### config.mk
export PLATFORM = sky130hd
export DESIGN_NAME = obi_rr_arbiter
export DESIGN_NICKNAME = d
export VERILOG_FILES = /design/src/rtl/obi_rr_arbiter.sv
export SDC_FILE = /design/constraint.sdc
export NUM_CORES = 1
export LEC_CHECK = 0
export ABC_AREA = 1
export CAP_MARGIN = 20
export CORE_AREA = 2 2 141 143
export DETAILED_ROUTE_END_ITERATION = 12
export DIE_AREA = 0 0 143 145
export HOLD_SLACK_MARGIN = 0.05
export PLACE_DENSITY = 0.55
export SETUP_SLACK_MARGIN = 0.1
export SLEW_MARGIN = 15
export SYNTH_ARGS = -nofsm -noshare
export SYNTH_HDL_FRONTEND = slang
export SYNTH_SLANG_ARGS = --single-unit
### constraint.sdc
create_clock -name clk_i -period 3.6 [get_ports clk_i]
set_clock_uncertainty 0.05 [all_clocks]
set_input_delay 0.72 -clock clk_i [delete_from_list [all_inputs] [get_ports clk_i]]
set_output_delay 0.72 -clock clk_i [all_outputs]
set_load 0.005 [all_outputs]
### src/rtl/obi_rr_arbiter.sv
// Round-robin arbiter sharing one OBI subordinate port among NUM_REQ managers.
// Address phase is combinational; responses are routed back in grant order via an index FIFO.
module obi_rr_arbiter #(
    parameter int unsigned NUM_REQ = 3,
    parameter int unsigned OBI_AW  = 32,
    parameter int unsigned OBI_DW  = 32,
    parameter int unsigned MAX_OUT = 4
) (
    input  logic                       clk_i,
    input  logic                       rst_i,
    input  logic [NUM_REQ-1:0]         m_req_i,
    output logic [NUM_REQ-1:0]         m_gnt_o,
    input  logic [NUM_REQ*OBI_AW-1:0]  m_addr_i,
    input  logic [NUM_REQ-1:0]         m_we_i,
    input  logic [NUM_REQ*OBI_DW/8-1:0] m_be_i,
    input  logic [NUM_REQ*OBI_DW-1:0]  m_wdata_i,
    output logic [NUM_REQ-1:0]         m_rvalid_o,
    input  logic [NUM_REQ-1:0]         m_rready_i,
    output logic [OBI_DW-1:0]          m_rdata_o,
    output logic                       m_err_o,
    output logic                       s_req_o,
    input  logic                       s_gnt_i,
    output logic [OBI_AW-1:0]          s_addr_o,
    output logic                       s_we_o,
    output logic [OBI_DW/8-1:0]        s_be_o,
    output logic [OBI_DW-1:0]          s_wdata_o,
    input  logic                       s_rvalid_i,
    output logic                       s_rready_o,
    input  logic [OBI_DW-1:0]          s_rdata_i,
    input  logic                       s_err_i,
    output logic                       protocol_err_o
);

    localparam int unsigned IDX_W = (NUM_REQ > 1) ? $clog2(NUM_REQ) : 1;
    localparam int unsigned PTR_W = (MAX_OUT > 1) ? $clog2(MAX_OUT) : 1;
    localparam int unsigned CNT_W = $clog2(MAX_OUT + 1);
    localparam int unsigned BE_W  = OBI_DW / 8;

    logic [IDX_W-1:0] rr_ptr_q;
    logic [IDX_W-1:0] sel_q;
    logic             lock_q;
    logic [IDX_W-1:0] arb_sel;
    logic [IDX_W-1:0] sel;
    logic [IDX_W-1:0] head;
    logic [IDX_W-1:0] fifo_q [MAX_OUT];
    logic [PTR_W-1:0] wr_ptr_q;
    logic [PTR_W-1:0] rd_ptr_q;
    logic [CNT_W-1:0] count_q;
    logic             perr_q;
    logic             full;
    logic             busy;
    logic             push;
    logic             pop;

    // First requester at or after rr_ptr_q, with wrap-around.
    always_comb begin
        int unsigned idx;
        logic        found;
        arb_sel = rr_ptr_q;
        found   = 1'b0;
        idx     = 0;
        for (int unsigned i = 0; i < NUM_REQ; i++) begin
            idx = (32'(rr_ptr_q) + i) % NUM_REQ;
            if (!found && m_req_i[IDX_W'(idx)]) begin
                found   = 1'b1;
                arb_sel = IDX_W'(idx);
            end
        end
    end

    assign sel  = lock_q ? sel_q : arb_sel;
    assign full = (count_q == CNT_W'(MAX_OUT));
    assign busy = (count_q != '0);
    assign head = fifo_q[rd_ptr_q];

    assign s_req_o   = (|m_req_i) & ~full;
    assign s_addr_o  = m_addr_i[sel*OBI_AW +: OBI_AW];
    assign s_we_o    = m_we_i[sel];
    assign s_be_o    = m_be_i[sel*BE_W +: BE_W];
    assign s_wdata_o = m_wdata_i[sel*OBI_DW +: OBI_DW];

    always_comb begin
        m_gnt_o      = '0;
        m_gnt_o[sel] = s_gnt_i & s_req_o;
    end

    always_comb begin
        m_rvalid_o       = '0;
        m_rvalid_o[head] = s_rvalid_i & busy;
    end

    // With nothing outstanding, stray responses are accepted and dropped.
    assign s_rready_o     = busy ? m_rready_i[head] : 1'b1;
    assign m_rdata_o      = s_rdata_i;
    assign m_err_o        = s_err_i;
    assign protocol_err_o = perr_q;

    assign push = s_req_o & s_gnt_i;
    assign pop  = s_rvalid_i & s_rready_o & busy;

    always_ff @(posedge clk_i) begin
        if (rst_i) begin
            rr_ptr_q <= '0;
            sel_q    <= '0;
            lock_q   <= 1'b0;
            wr_ptr_q <= '0;
            rd_ptr_q <= '0;
            count_q  <= '0;
            perr_q   <= 1'b0;
        end else begin
            if (push) begin
                lock_q   <= 1'b0;
                rr_ptr_q <= (32'(sel) == NUM_REQ - 1) ? '0 : sel + IDX_W'(1);
                wr_ptr_q <= (32'(wr_ptr_q) == MAX_OUT - 1) ? '0 : wr_ptr_q + PTR_W'(1);
            end else if (lock_q && !m_req_i[sel_q]) begin
                lock_q <= 1'b0;
            end else if (s_req_o) begin
                lock_q <= 1'b1;
                sel_q  <= sel;
            end
            if (pop) begin
                rd_ptr_q <= (32'(rd_ptr_q) == MAX_OUT - 1) ? '0 : rd_ptr_q + PTR_W'(1);
            end
            if (push && !pop) begin
                count_q <= count_q + CNT_W'(1);
            end else if (pop && !push) begin
                count_q <= count_q - CNT_W'(1);
            end
            if (s_rvalid_i && !busy) begin
                perr_q <= 1'b1;
            end
        end
    end

    always_ff @(posedge clk_i) begin
        if (push) begin
            fifo_q[wr_ptr_q] <= sel;
        end
    end

endmodule

# == After elaboration in Yosys (flattened, before gate mapping) ==
# Memories as Yosys holds them, arrays and structs flattened. A register that Yosys moved wholly into a read port is not among the register bits.
# Cells that the tools add are included.
# totals
register_bits,13
ram_bits,8
input_bits,250
out_inout_bits,111
wordCells,94
n_memories,1
# classes
add_sub_neg,7
div_mod_pow,3
order_cmp,8
n_eq_ne,4
n_shift,3
muxes,32
bitwise,10
reduce_logical,19
# memory_table
memory,depth,word_bits,rd,rd_clocked_by_memory_dff,wr,line_no,rtl
fifo_q,4,2,1,1,1,45,logic [IDX_W-1:0] fifo_q [MAX_OUT];
# op_table
operator,n
indexed part select 96 x 8 -> 32 bit,2
"remainder unit 32 x 2 -> 32 bit, second input constant",2
"remainder unit 2 x 2 -> 32 bit, second input constant",1
"< comparator 2 x 3 -> 1 bit, second input constant",6
two-way mux 2 bit,9
two-way mux 1 bit,13
binary-select mux 1 bit (select 2 bit),6
indexed part select 12 x 5 -> 4 bit,1
logical AND 1 bit,8
"adder 2 x 1 -> 2 bit, second input constant",3
AND 3 bit,2
"equality test 2 bit, second input constant",3
logical NOT 1 bit,6
two-way mux 3 bit,2
OR reduction 3 bit,2
AND 1 bit,5
demux 1 bit (select 2 bit),2
">= comparator 2 x 1 -> 1 bit, second input constant",2
"adder 2 x 1 -> 3 bit, second input constant",1
"adder 2 x 2 -> 3 bit, second input constant",1
"adder 3 x 1 -> 3 bit, second input constant",1
"equality test 3 bit, second input constant",1
NOT 1 bit,3
AND reduction 3 bit,1
3 further kinds,3

# == Longest topological paths before layout ==
# Gate-level depths: netlist (run 1).
# logic_depth
depth_word,16
ltp_mapped,18
ltp_nobuf,16

# == Least setup slack after synthesis (run 1) ==
# OpenSTA, ideal clock, no wires.
# synth_timing
path_type,in2out
from,input m_req_i[2]
to,output s_be_o[2]
arrival_ps,2030
required_ps,2830
setup_slack_ps,800
stages,14
n_path_buf,3
cell_sequence,inv_1 > o21ai_1 > nand2_2 > nand3_1 > nor2_1 > nor2_1 > nand2_1 > nand2_2 > buf_6 > nor2_8 > buf_6 > buf_6 > nand2_1 > nand3_1
# synth_via
elab_chain_cells,11
# synth_rtl
item,line_no,rtl
start: declaration,11,"input logic [NUM_REQ-1:0] m_req_i,"
binary-select mux 1 bit (select 2 bit),64,if (!found && m_req_i[IDX_W'(idx)]) begin
two-way mux 1 bit (implied by the code),64,
two-way mux 1 bit,64,
logical NOT 1 bit,64,
logical AND 1 bit,64,
two-way mux 1 bit,64,
logical NOT 1 bit,64,
logical AND 1 bit,64,
two-way mux 2 bit (*),64,
two-way mux 2 bit (*),71,assign sel = lock_q ? sel_q : arb_sel;
indexed part select 12 x 5 -> 4 bit (*),79,assign s_be_o = m_be_i[sel*BE_W +: BE_W];
end: declaration,25,"output logic [OBI_DW/8-1:0] s_be_o,"
# Every way passes the cells marked *; elsewhere a longest branch is shown, timed or not. The select of a mux whose other input is x is not followed.

# == Worst setup path in the final report (run 1) ==
# layout_timing
from,register rr_ptr_q[0]
to,output m_gnt_o[2]
# layout_via
elab_chain_cells,16
# layout_rtl
item,line_no,rtl
start: declaration,39,logic [IDX_W-1:0] rr_ptr_q;
start signal: assignment,113,rr_ptr_q <= (32'(sel) == NUM_REQ - 1) ? '0 : sel + IDX_W'(1);
branches (longest 9 deep; another with remainder unit 32 x 2 -> 32 bit),--,
two-way mux 2 bit (*),64,
two-way mux 2 bit (*),71,
< comparator 2 x 3 -> 1 bit (implied by the code) or >= comparator 2 x 1 -> 1 bit (tied branches),84,m_gnt_o[sel] = s_gnt_i & s_req_o;
logical AND 1 bit (implied by the code),84,
two-way mux 1 bit (implied by the code),84,
demux 1 bit (select 2 bit) (*),84,
AND 3 bit (no source line) (*),--,
end: declaration,12,"output logic [NUM_REQ-1:0] m_gnt_o,"
# Mark *: on every way between the ends. The select of a mux whose other input is x is not followed.

==> metrics.txt, run 1 <==
unrepaired setup endpoints after global routing=yes; max-slew violations=0; CP Class=flop to output pin; Worst Setup Start Kind=flop; Finish-stage setup viols=0; DR WL/cell=about 16 µm; setup TNS=0 ns; CTS Hold Bufs=0; CP max FO=22; asr flop ratio synth=0; critical path arrival=2.69 ns; gpl congestion=a little over 0.8; first-pass GRT wire length=approximately 27 mm; Post-synth EDFFs=8; area grow syn2layout=137%; Tightest Pin Transition=around 0.43 ns; num ports=361; Core ar.=between 15000 and 20000 µm²; Worst-path clk slew=0.06 ns; Worst setup EP type=output pin; Synth Area per Inst=approximately 5.7 µm²; antenna violations before repair=1; Syn Std Cell Area=roughly 3000 µm²; drt initial violations=224; most common library cells after synthesis=nand2_1, nand3_1, inv_1; status=completed; Starting Density=0.157; Worst VDD drop=roughly 0.00074 V; CTS root buf=clkbuf_16; Residual DRC=0; largest net degree at the start of global routing=32; clk_lat worst skew=0.26 ns; relative slew slack=0.710; die height=about 150 µm; gr usage total=0.167; CTS tree=built; Vias/cell=just over 4; num rows=between 50 and 60; sequential area share after synthesis=0.179; synthesized flop and latch total=23; CTS max path bufs=2; Main synth FF type=dfxtp_1; Max Freq=about 290 MHz; Die W=about 140 µm; maxcap violations=0; Period minus WS final=roughly 3.5 ns; cell with the most instances after synthesis=nand2_1; Worst Hold Class=flop to flop; vias=about 4600; # fillers=~2000; Synthesis Warnings=0; Port Buffers=around 300; drt total wl=18.3 mm; Placement Setup Slack=-0.517 ns; synthesized netlist cell count=530; clock sinks=23; die area=slightly above 20000 µm²; number of H-tree levels=1; WP data required=around 2.8 ns; fin util=0.372; global route overflow=0; hpwl dp=around 14 mm; cts bufs inserted=3; first-pass iteration count of the detailed router=6; Leak Pwr=roughly 0.0032 µW; vias in the first global route=around 4600; fin crit share=0.960; worst-case hold slack=around 0.40 ns; Net Count, Synth=roughly 790; post-route setup slack=around 0.14 ns; layout cell share with drive strength beyond 1=0.231; nets@finish=1109; final hold vios=0; Synth area leader=nand3_1; Distinct cells, synth=28; Area contributors post-synth=nand3_1, nand2_1, dfxtp_1; ANT nets after route=0; share of the synthesized area in the top cell type=0.269; power density over the cells=between 1500 and 2000 nW/µm²
==> critical path: stages, from the launching register on <==
cell and delay, ns:
dfxtp_2 0.35, inv_2 0.05, ha_4 0.29, inv_4 0.05
nand2_2 0.06, nand3_2 0.06, nand2_2 0.11, nand3_2 0.10
nor2_1 0.12, nor2_2 0.06, nand2_2 0.12, nand2_8 0.10
buf_12 0.17, nor3_4 0.16, buf_4 0.13, clkdlybuf4s50_1 0.49
==> final timing paths <==
path         depth (start not counted)  slack, ns            from             end
max                                 15       0.14     rr_ptr_q[0]      m_gnt_o[2]
min                                  2       0.40  protocol_err_o  protocol_err_o
max reg2reg                         13       1.07            flop      count_q[2]
min reg2reg                          2       0.40  protocol_err_o  protocol_err_o
==> stage by stage <==
step           area, µm²  power [µW]  std cells
5_1_grt             7140       13400       1115
4_1_cts             6940       12000       1101
3_3_place_gp        6330        9990       1063
3_5_place_dp        6330        9990       1063
2_1_floorplan       3010        4300        530
6_report            7140       12500       1115
==> cell families after synthesis <==
group / synth area share
and+or+nand+nor: 0.544
buffers and inverters: 0.184
AOI/OAI and AO/OA: 0.0527
DFF: 0.179
adders and majority gates: 0.0399
==> routing by layer <==
metal	global-route usage	part of all wire	up-vias
met2	0.301	0.51	212
met5	0	0	-
met1	0.208	0.41	2054
met4	0.0163	0.0045	0
met3	0.0380	0.072	8
li1	-	-	2358
==> flip-flops by register name (all words and copies together) (netlist names), named ones only <==
signal,cells
lock_q,1
wr_ptr_q,2
protocol_err_o,1
count_q,3
fifo_q,8
rr_ptr_q,2
rd_ptr_q,2
sel_q,2
==> what timing repair did <==
action,4_1_cts,5_1_grt
buffers inserted,27,11
gates resized for setup,172,127
endpoints found under the setup margin,72,70
pin swaps,9,26
gates cloned,7,2
==> report_power, final <==
| group | switching (µW) | leakage, µW | internal [µW] | total [µW] |
|---|---|---|---|---|
| registers | 67.3 | 0.000199 | 394 | 461 |
| logic | 5450 | 0.00296 | 6300 | 11800 |
| clock network | 89.6 | 0.0000371 | 150 | 240 |
==> cells in the final DEF (no fill, tap or decap), types with 11 or more instances in the layout <==
cell and instances:
buf_2 15, dfxtp_1 13, nand2_1 164, clkdlybuf4s15_1 11, nand3_1 145, inv_1 28, nand2_2 12, clkbuf_2 24
buf_12 22, buf_4 45, nand3_2 17, a21oi_1 14, nor2_1 13, buf_6 14, clkdlybuf4s50_1 222
==> cell type report <==
cell class,count,area [µm²],area share
Antenna cell,1,2.50,0.000350
Inverter,36,155,0.0217
Multi-Input combinational cell,407,2140,0.299
Clock inverter,1,7.51,0.00105
Sequential cell,23,546,0.0764
Clock buffer,3,75.1,0.0105
Timing Repair Buffer,379,3890,0.544
Tap cell,265,332,0.0464
Power figures use the tool's default switching activity.
==> inputs of run 2 (changes only) <==
--- a/config.mk
+++ b/config.mk
@@ -11,6 +11,7 @@
 export DETAILED_ROUTE_END_ITERATION = 12
 export DIE_AREA = 0 0 143 145
 export HOLD_SLACK_MARGIN = 0.05
+export MAX_ROUTING_LAYER = met4
 export PLACE_DENSITY = 0.55
 export SETUP_SLACK_MARGIN = 0.1
 export SLEW_MARGIN = 15
==> constraint.sdc (replaced) <==
create_clock -name clk_i -period 3.65 [get_ports clk_i]
set_clock_uncertainty 0.05 [all_clocks]
set_input_delay 0.73 -clock clk_i [delete_from_list [all_inputs] [get_ports clk_i]]
set_output_delay 0.73 -clock clk_i [all_outputs]
set_load 0.005 [all_outputs]
==> run 2 against run 1 <==
Against the previous run: core utilization decreased by 0.33 points; combinational power decreased by 5%; non-clock buffer count unchanged; final area decreased by 0.88%; sequential cell count unchanged; critical endpoint is now s_addr_o[24].
==> metrics.txt, run 2 (synthesized netlist as in run 1, its figures left out) <==
Worst setup EP type=output pin; Worst-path clk slew=0.06 ns (about the same); Vias/cell=4.18 (+0.52%); Post-Layout Cell Count=1115 (unchanged); Worst VDD drop=0.000791 V (+6.2%); DR WL/cell=16.4 µm (-0.15%); area grow syn2layout=135%; status=completed; CTS Hold Bufs=0 (unchanged); CTS max path bufs=2 (unchanged); biggest regs=fifo_q: 8 flops, count_q: 3 flops; Period minus WS final=about 3.5 ns; Worst Hold Class=flop to flop; gr usage total=0.167 (+0.000319); CTS tree=built; Cell Int Power=6500 µW (-5.0%); gpl congestion=0.844 (+2.9%); Top delay family on crit path=simple AND/OR/NAND/NOR gates; ANT nets after route=0 (unchanged); P_sw=5390 µW (-3.9%); Port Buffers=294 (unchanged); commonest non-fill, non-tap cell in the layout=clkdlybuf4s50_1; vias in the first global route=4575 (-1.5%); number of H-tree levels=1 (unchanged); critical path arrival=2.69 ns (about the same); drt initial violations=161 (-28%); antenna violations before repair=1 (unchanged); Buf/Inv on CP=7 (+2); power density over the cells=1680 nW/µm² (-3.7%); Top reg by flops=fifo_q; fin crit share=0.949; hpwl dp=14.0 mm (-1.0%); Switching Fraction=0.453 (+0.00274); Hold EP=protocol_err_o; die height=145 µm (unchanged); clock sinks=23 (unchanged); Worst Reg-to-Reg Cells=18 (+5); layout cell share with drive strength beyond 1=0.190 (-0.0412); max-slew violations=0 (unchanged); post-route setup slack=0.184 ns (+0.0398 ns); num ports=361 (unchanged); CTS root buf=clkbuf_16; Finish-stage setup viols=0 (unchanged); cts bufs inserted=3 (unchanged); unrepaired setup endpoints after global routing=yes; sequential share of power=0.039 (+0.002); drt total wl=18.3 mm (-0.15%); clk_lat worst skew=0.25 ns (about the same); num rows=51 (unchanged); Worst Setup Start Kind=flop; Tightest Pin Transition=0.434 ns (+0.00383 ns); nets@finish=1109 (unchanged); relative slew slack=0.707 (-0.00258); Routed met2 length=9.22 mm (-1.8%); first-pass GRT wire length=26.3 mm (-2.8%); WP data required=2.87 ns (+0.04 ns); Largest stage delay, worst path=0.38 ns (-0.11 ns); Starting Density=0.157 (unchanged); crit path max-delay cell type=dfxtp_4; maxcap violations=0 (unchanged); Clock power frac=0.020 (about the same); Residual DRC=0 (unchanged); hold_sp=protocol_err_o; die area=20700 µm² (unchanged); largest net degree at the start of global routing=18 (-44%); top sig layer=met4; Pwr Total=11900 µW (-4.5%); first-pass iteration count of the detailed router=4 (-2); CP Class=flop to output pin; Combinational Power Share=0.941 (-0.003); placed cell count=1069 (+0.56%); CP cell instances=inv_4 > ha_4 > inv_4 > nand2_2 > nand3_2 > nand2_2 > nand3_2 > nor2_2 > nor2_2 > nand2_2 > nand2_4 > buf_12 > nor2_8 > buf_12 > buf_4 > buf_16 > nand2_1 > nand3_1 > dlygate4sd2_1; number of flip-flops in the largest register=8 (unchanged); Max Freq=between 200 and 300 MHz; critical path launch point=rr_ptr_q[0]; vias=4656 (+0.52%); final hold vios=0 (unchanged); Crit Reg-Reg Endpoint=rr_ptr_q[0]; Core ar.=19200 µm² (unchanged); Leak Pwr=0.00316 µW (-1.1%); cell mode on critical path=nand2_2; M1 wire length=7.59 mm (+1.0%); global route overflow=0 (unchanged); met3 WL post-DR=1.27 mm (-4.4%); most frequent cells in the layout=clkdlybuf4s50_1, nand2_1, nand3_1; r2r setup slk=1.13 ns (+0.06 ns); Hold Path Stages=2 (unchanged); reg2reg start=rr_ptr_q[0]; Die W=143 µm (unchanged); Placement Setup Slack=-0.407 ns (+0.110 ns); CP max FO=9 (-59%)
-- run 2: layer usage --
layer	GRT usage	vias up
met4	0.0218	0
met2	0.296	218
met1	0.204	2072
met5	-	-
li1	-	2354
met3	0.0281	12
-- run 2: final cells by class --
class | instances | area (µm²)
flip-flops and latches | 23 | 548
diodes | 1 | 2.50
repair buffers | 379 | 3890
fillers | 2035 | 12100
well taps | 265 | 332
inverters | 36 | 148
multi-input cells | 407 | 2080
clock buffers | 4 | 78.8
-- run 2: worst max-delay path by stage --
stage	to	slack [ns]	depth (start not counted)
6_report	s_addr_o[24]	0.18	19
5_1_grt	s_addr_o[12]	0.05	19
4_1_cts	s_wdata_o[13]	0.10	18
3_5_place_dp	s_wdata_o[13]	-0.41	16
3_3_place_gp	s_wdata_o[13]	-0.41	16
2_1_floorplan	s_be_o[2]	0.83	14
-- run 2: repair_timing --
item                                    4_1_cts  5_1_grt
pin swaps                                     4       21
buffers inserted                             29        5
endpoints found under the setup margin       72       71
cloned                                        5        2
resized for setup                           162       63
-- run 2: tightest hold or removal path: stages (launching register included) --
cell	delay [ns]
dfxtp_1	0.30
inv_1	0.04
a21oi_1	0.05
-- run 2: power by group through the flow --
| stage | sequential, µW | clock [µW] | combinational (µW) |
|---|---|---|---|
| after global placement | 451 | 0 | 9520 |
| after detailed placement | 450 | 0 | 9540 |
| after floorplan | 434 | 0 | 3800 |
| final | 462 | 236 | 11200 |
| after CTS | 450 | 240 | 10800 |
| after global routing | 477 | 252 | 12100 |
-- run 2: metrics by stage --
stage                util  hold slack (ns)  setup TNS, ns  cell area, µm²
floorplan               -            0.397              0            3010
global placement    0.332            0.387         -23.76            6380
detailed placement  0.332            0.391         -23.83            6380
CTS                 0.359            0.400              0            6900
global route        0.369            0.417              0            7080
finish              0.369            0.395              0            7080
==> inputs of run 3 (changes only) <==
--- a/config.mk
+++ b/config.mk
@@ -8,12 +8,13 @@
 export ABC_AREA = 1
 export CAP_MARGIN = 20
 export CORE_AREA = 2 2 141 143
+export CTS_CLUSTER_SIZE = 24
 export DETAILED_ROUTE_END_ITERATION = 12
 export DIE_AREA = 0 0 143 145
 export HOLD_SLACK_MARGIN = 0.05
 export MAX_ROUTING_LAYER = met4
 export PLACE_DENSITY = 0.55
-export SETUP_SLACK_MARGIN = 0.1
+export SETUP_SLACK_MARGIN = 0.2
 export SLEW_MARGIN = 15
 export SYNTH_ARGS = -nofsm -noshare
 export SYNTH_HDL_FRONTEND = slang
==> run 3 against run 2 <==
Against the previous run: non-clock buffer count grew 4; register-to-register slack improved by 0.09 ns; global-route usage shrank 0.98 points; via count rose by 1.1%; sequential power hardly changed; final area down 2.0%; critical path depth shrank 2; final cell count grew 0.36%; core utilization is 0.74 points lower; critical endpoint is now s_addr_o[30].
==> metrics.txt, run 3 (synthesized netlist as in run 1, its figures left out) <==
fin crit share=0.955 (+0.00519); power density over the cells=1620 nW/µm² (-3.4%); gpl congestion=0.844 (unchanged); global route overflow=0 (unchanged); Leak Pwr=0.00312 µW (-1.4%); Switching Fraction=0.472 (+0.0190); first-pass GRT wire length=25.1 mm (-4.5%); area grow syn2layout=130%; # fillers=2049 (+0.69%); CP Class=input port to output pin; number of H-tree levels=1 (unchanged); Combinational Power Share=0.938 (-0.003); status=completed; Worst Hold Class=flop to flop; hold_sp=protocol_err_o; cts bufs inserted=3 (unchanged); most frequent cells in the layout=clkdlybuf4s50_1, nand2_1, nand3_1; Top delay family on crit path=buffers and inverters; maxcap violations=0 (unchanged); CTS Hold Bufs=0 (unchanged); Worst Setup Start Kind=input port; die height=145 µm (unchanged); CTS root buf=clkbuf_16; number of flip-flops in the largest register=8 (unchanged); critical path arrival=2.70 ns (about the same); final hold vios=0 (unchanged); gr usage total=0.158 (-0.00979); sequential share of power=0.041 (+0.002); clock sinks=23 (unchanged); Buf/Inv on CP=8 (+1); nets@finish=1113 (+0.36%); Die W=143 µm (unchanged); CTS max path bufs=2 (unchanged); WP data required=2.87 ns (about the same); setup TNS=0 ns (unchanged); Max Freq=287 MHz (-0.54%); Largest stage delay, worst path=0.27 ns (-0.11 ns); num ports=361 (unchanged); relative slew slack=0.706 (-0.00119); Port Buffers=294 (unchanged); Worst setup EP type=output pin; Worst Reg-to-Reg Cells=13 (-5); antenna violations before repair=1 (unchanged); Finish-stage setup viols=0 (unchanged); vias=4706 (+1.1%); Cell Int Power=5940 µW (-8.6%); Period minus WS final=3.48 ns (+0.0190 ns); P_sw=5320 µW (-1.4%); Worst VDD drop=0.000742 V (-6.2%); max-slew violations=0 (unchanged); unrepaired setup endpoints after global routing=yes; CTS tree=built; Starting Density=0.157 (unchanged); drt total wl=18.1 mm (-1.0%); Post-Layout Cell Count=1119 (+0.36%); placed cell count=1069 (unchanged); clk_lat worst skew=0.25 ns (about the same); Worst-path clk slew=0.06 ns (about the same); Vias/cell=4.21 (+0.71%); vias in the first global route=4555 (-0.44%); CP cell instances=clkdlybuf4s15_2 > nand2_2 > nand3_4 > nand2_4 > nand3_2 > buf_6 > nand2_2 > nand2_2 > nand2_4 > inv_6 > buf_6 > buf_12 > buf_12 > buf_12 > nand3_1 > nand3_1 > dlygate4sd2_1; post-route setup slack=0.165 ns (-0.0190 ns); ANT nets after route=0 (unchanged); Clock power frac=0.021 (about the same); DR WL/cell=16.2 µm (-1.4%); drt initial violations=164 (+1.9%); largest net degree at the start of global routing=37 (+19); num rows=51 (unchanged); WP depth=17 (-2); layout cell share with drive strength beyond 1=0.243 (+0.0530); Tightest Pin Transition=0.435 ns (+0.00177 ns); hpwl dp=14.0 mm (unchanged); r2r setup slk=1.22 ns (+0.09 ns); crit path max-delay cell type=dlygate4sd2_1; biggest regs=fifo_q: 8 flops, count_q: 3 flops; end point of the critical path=s_addr_o[30]; die area=20700 µm² (unchanged); Placement Setup Slack=-0.407 ns (unchanged); Top reg by flops=fifo_q; Core ar.=19200 µm² (unchanged); commonest non-fill, non-tap cell in the layout=clkdlybuf4s50_1; CP max FO=14 (+5); first-pass iteration count of the detailed router=6 (+2); Residual DRC=0 (unchanged); critical path launch point=m_req_i[1]; Crit Reg-Reg Endpoint=count_q[2]
==> run 3: metal layers <==
layer	part of all wire	GRT usage
met1	0.41	0.188
met2	0.51	0.283
met3	0.071	0.0261
met4	0.011	0.0193
met5	0	-
==> run 3: through the flow <==
| step | util | area [µm²] | hold WS (ns) | power (µW) |
|---|---|---|---|---|
| detailed placement | 0.332 | 6380 | 0.391 | 9980 |
| finish | 0.361 | 6940 | 0.395 | 11300 |
| global placement | 0.332 | 6380 | 0.387 | 9970 |
| CTS | 0.354 | 6790 | 0.400 | 10400 |
| global route | 0.361 | 6940 | 0.417 | 12100 |
| floorplan | - | 3010 | 0.397 | 4240 |
==> run 3: power by group through the flow <==
stage          clock network (µW)  logic, µW  registers [µW]
2_1_floorplan                   0       3800             434
3_3_place_gp                    0       9520             451
3_5_place_dp                    0       9540             450
4_1_cts                       240       9660             458
5_1_grt                       251      11400             476
6_report                      234      10600             461
==> run 3: worst min-delay path by stage <==
stage          slack (ns)              to  cells after the start
3_5_place_dp         0.39  protocol_err_o                      2
5_1_grt              0.42  protocol_err_o                      2
2_1_floorplan        0.40  protocol_err_o                      2
3_3_place_gp         0.39  protocol_err_o                      2
4_1_cts              0.40  protocol_err_o                      2
6_report             0.40  protocol_err_o                      2
==> run 3: timing repair <==
action | CTS | global route
setup endpoints to repair | 72 | 72
pin swaps | 10 | 14
setup buffers | 23 | 16
gates cloned | 1 | 5
resized for setup | 143 | 138
==> run 3: cell type report <==
type,instances,area [µm²],area share
multi-input combinational,407,2100,0.303
antenna,1,2.50,0.000361
timing repair buffer,383,3730,0.538
clock buffer,4,78.8,0.0114
tap,265,332,0.0478
sequential,23,548,0.0790
inverter,36,145,0.0209
==> run 3: tightest hold or removal path, cell delays in order, from the launching register on <==
cell and delay [ns]:
dfxtp_1 0.30, inv_1 0.04, a21oi_1 0.05
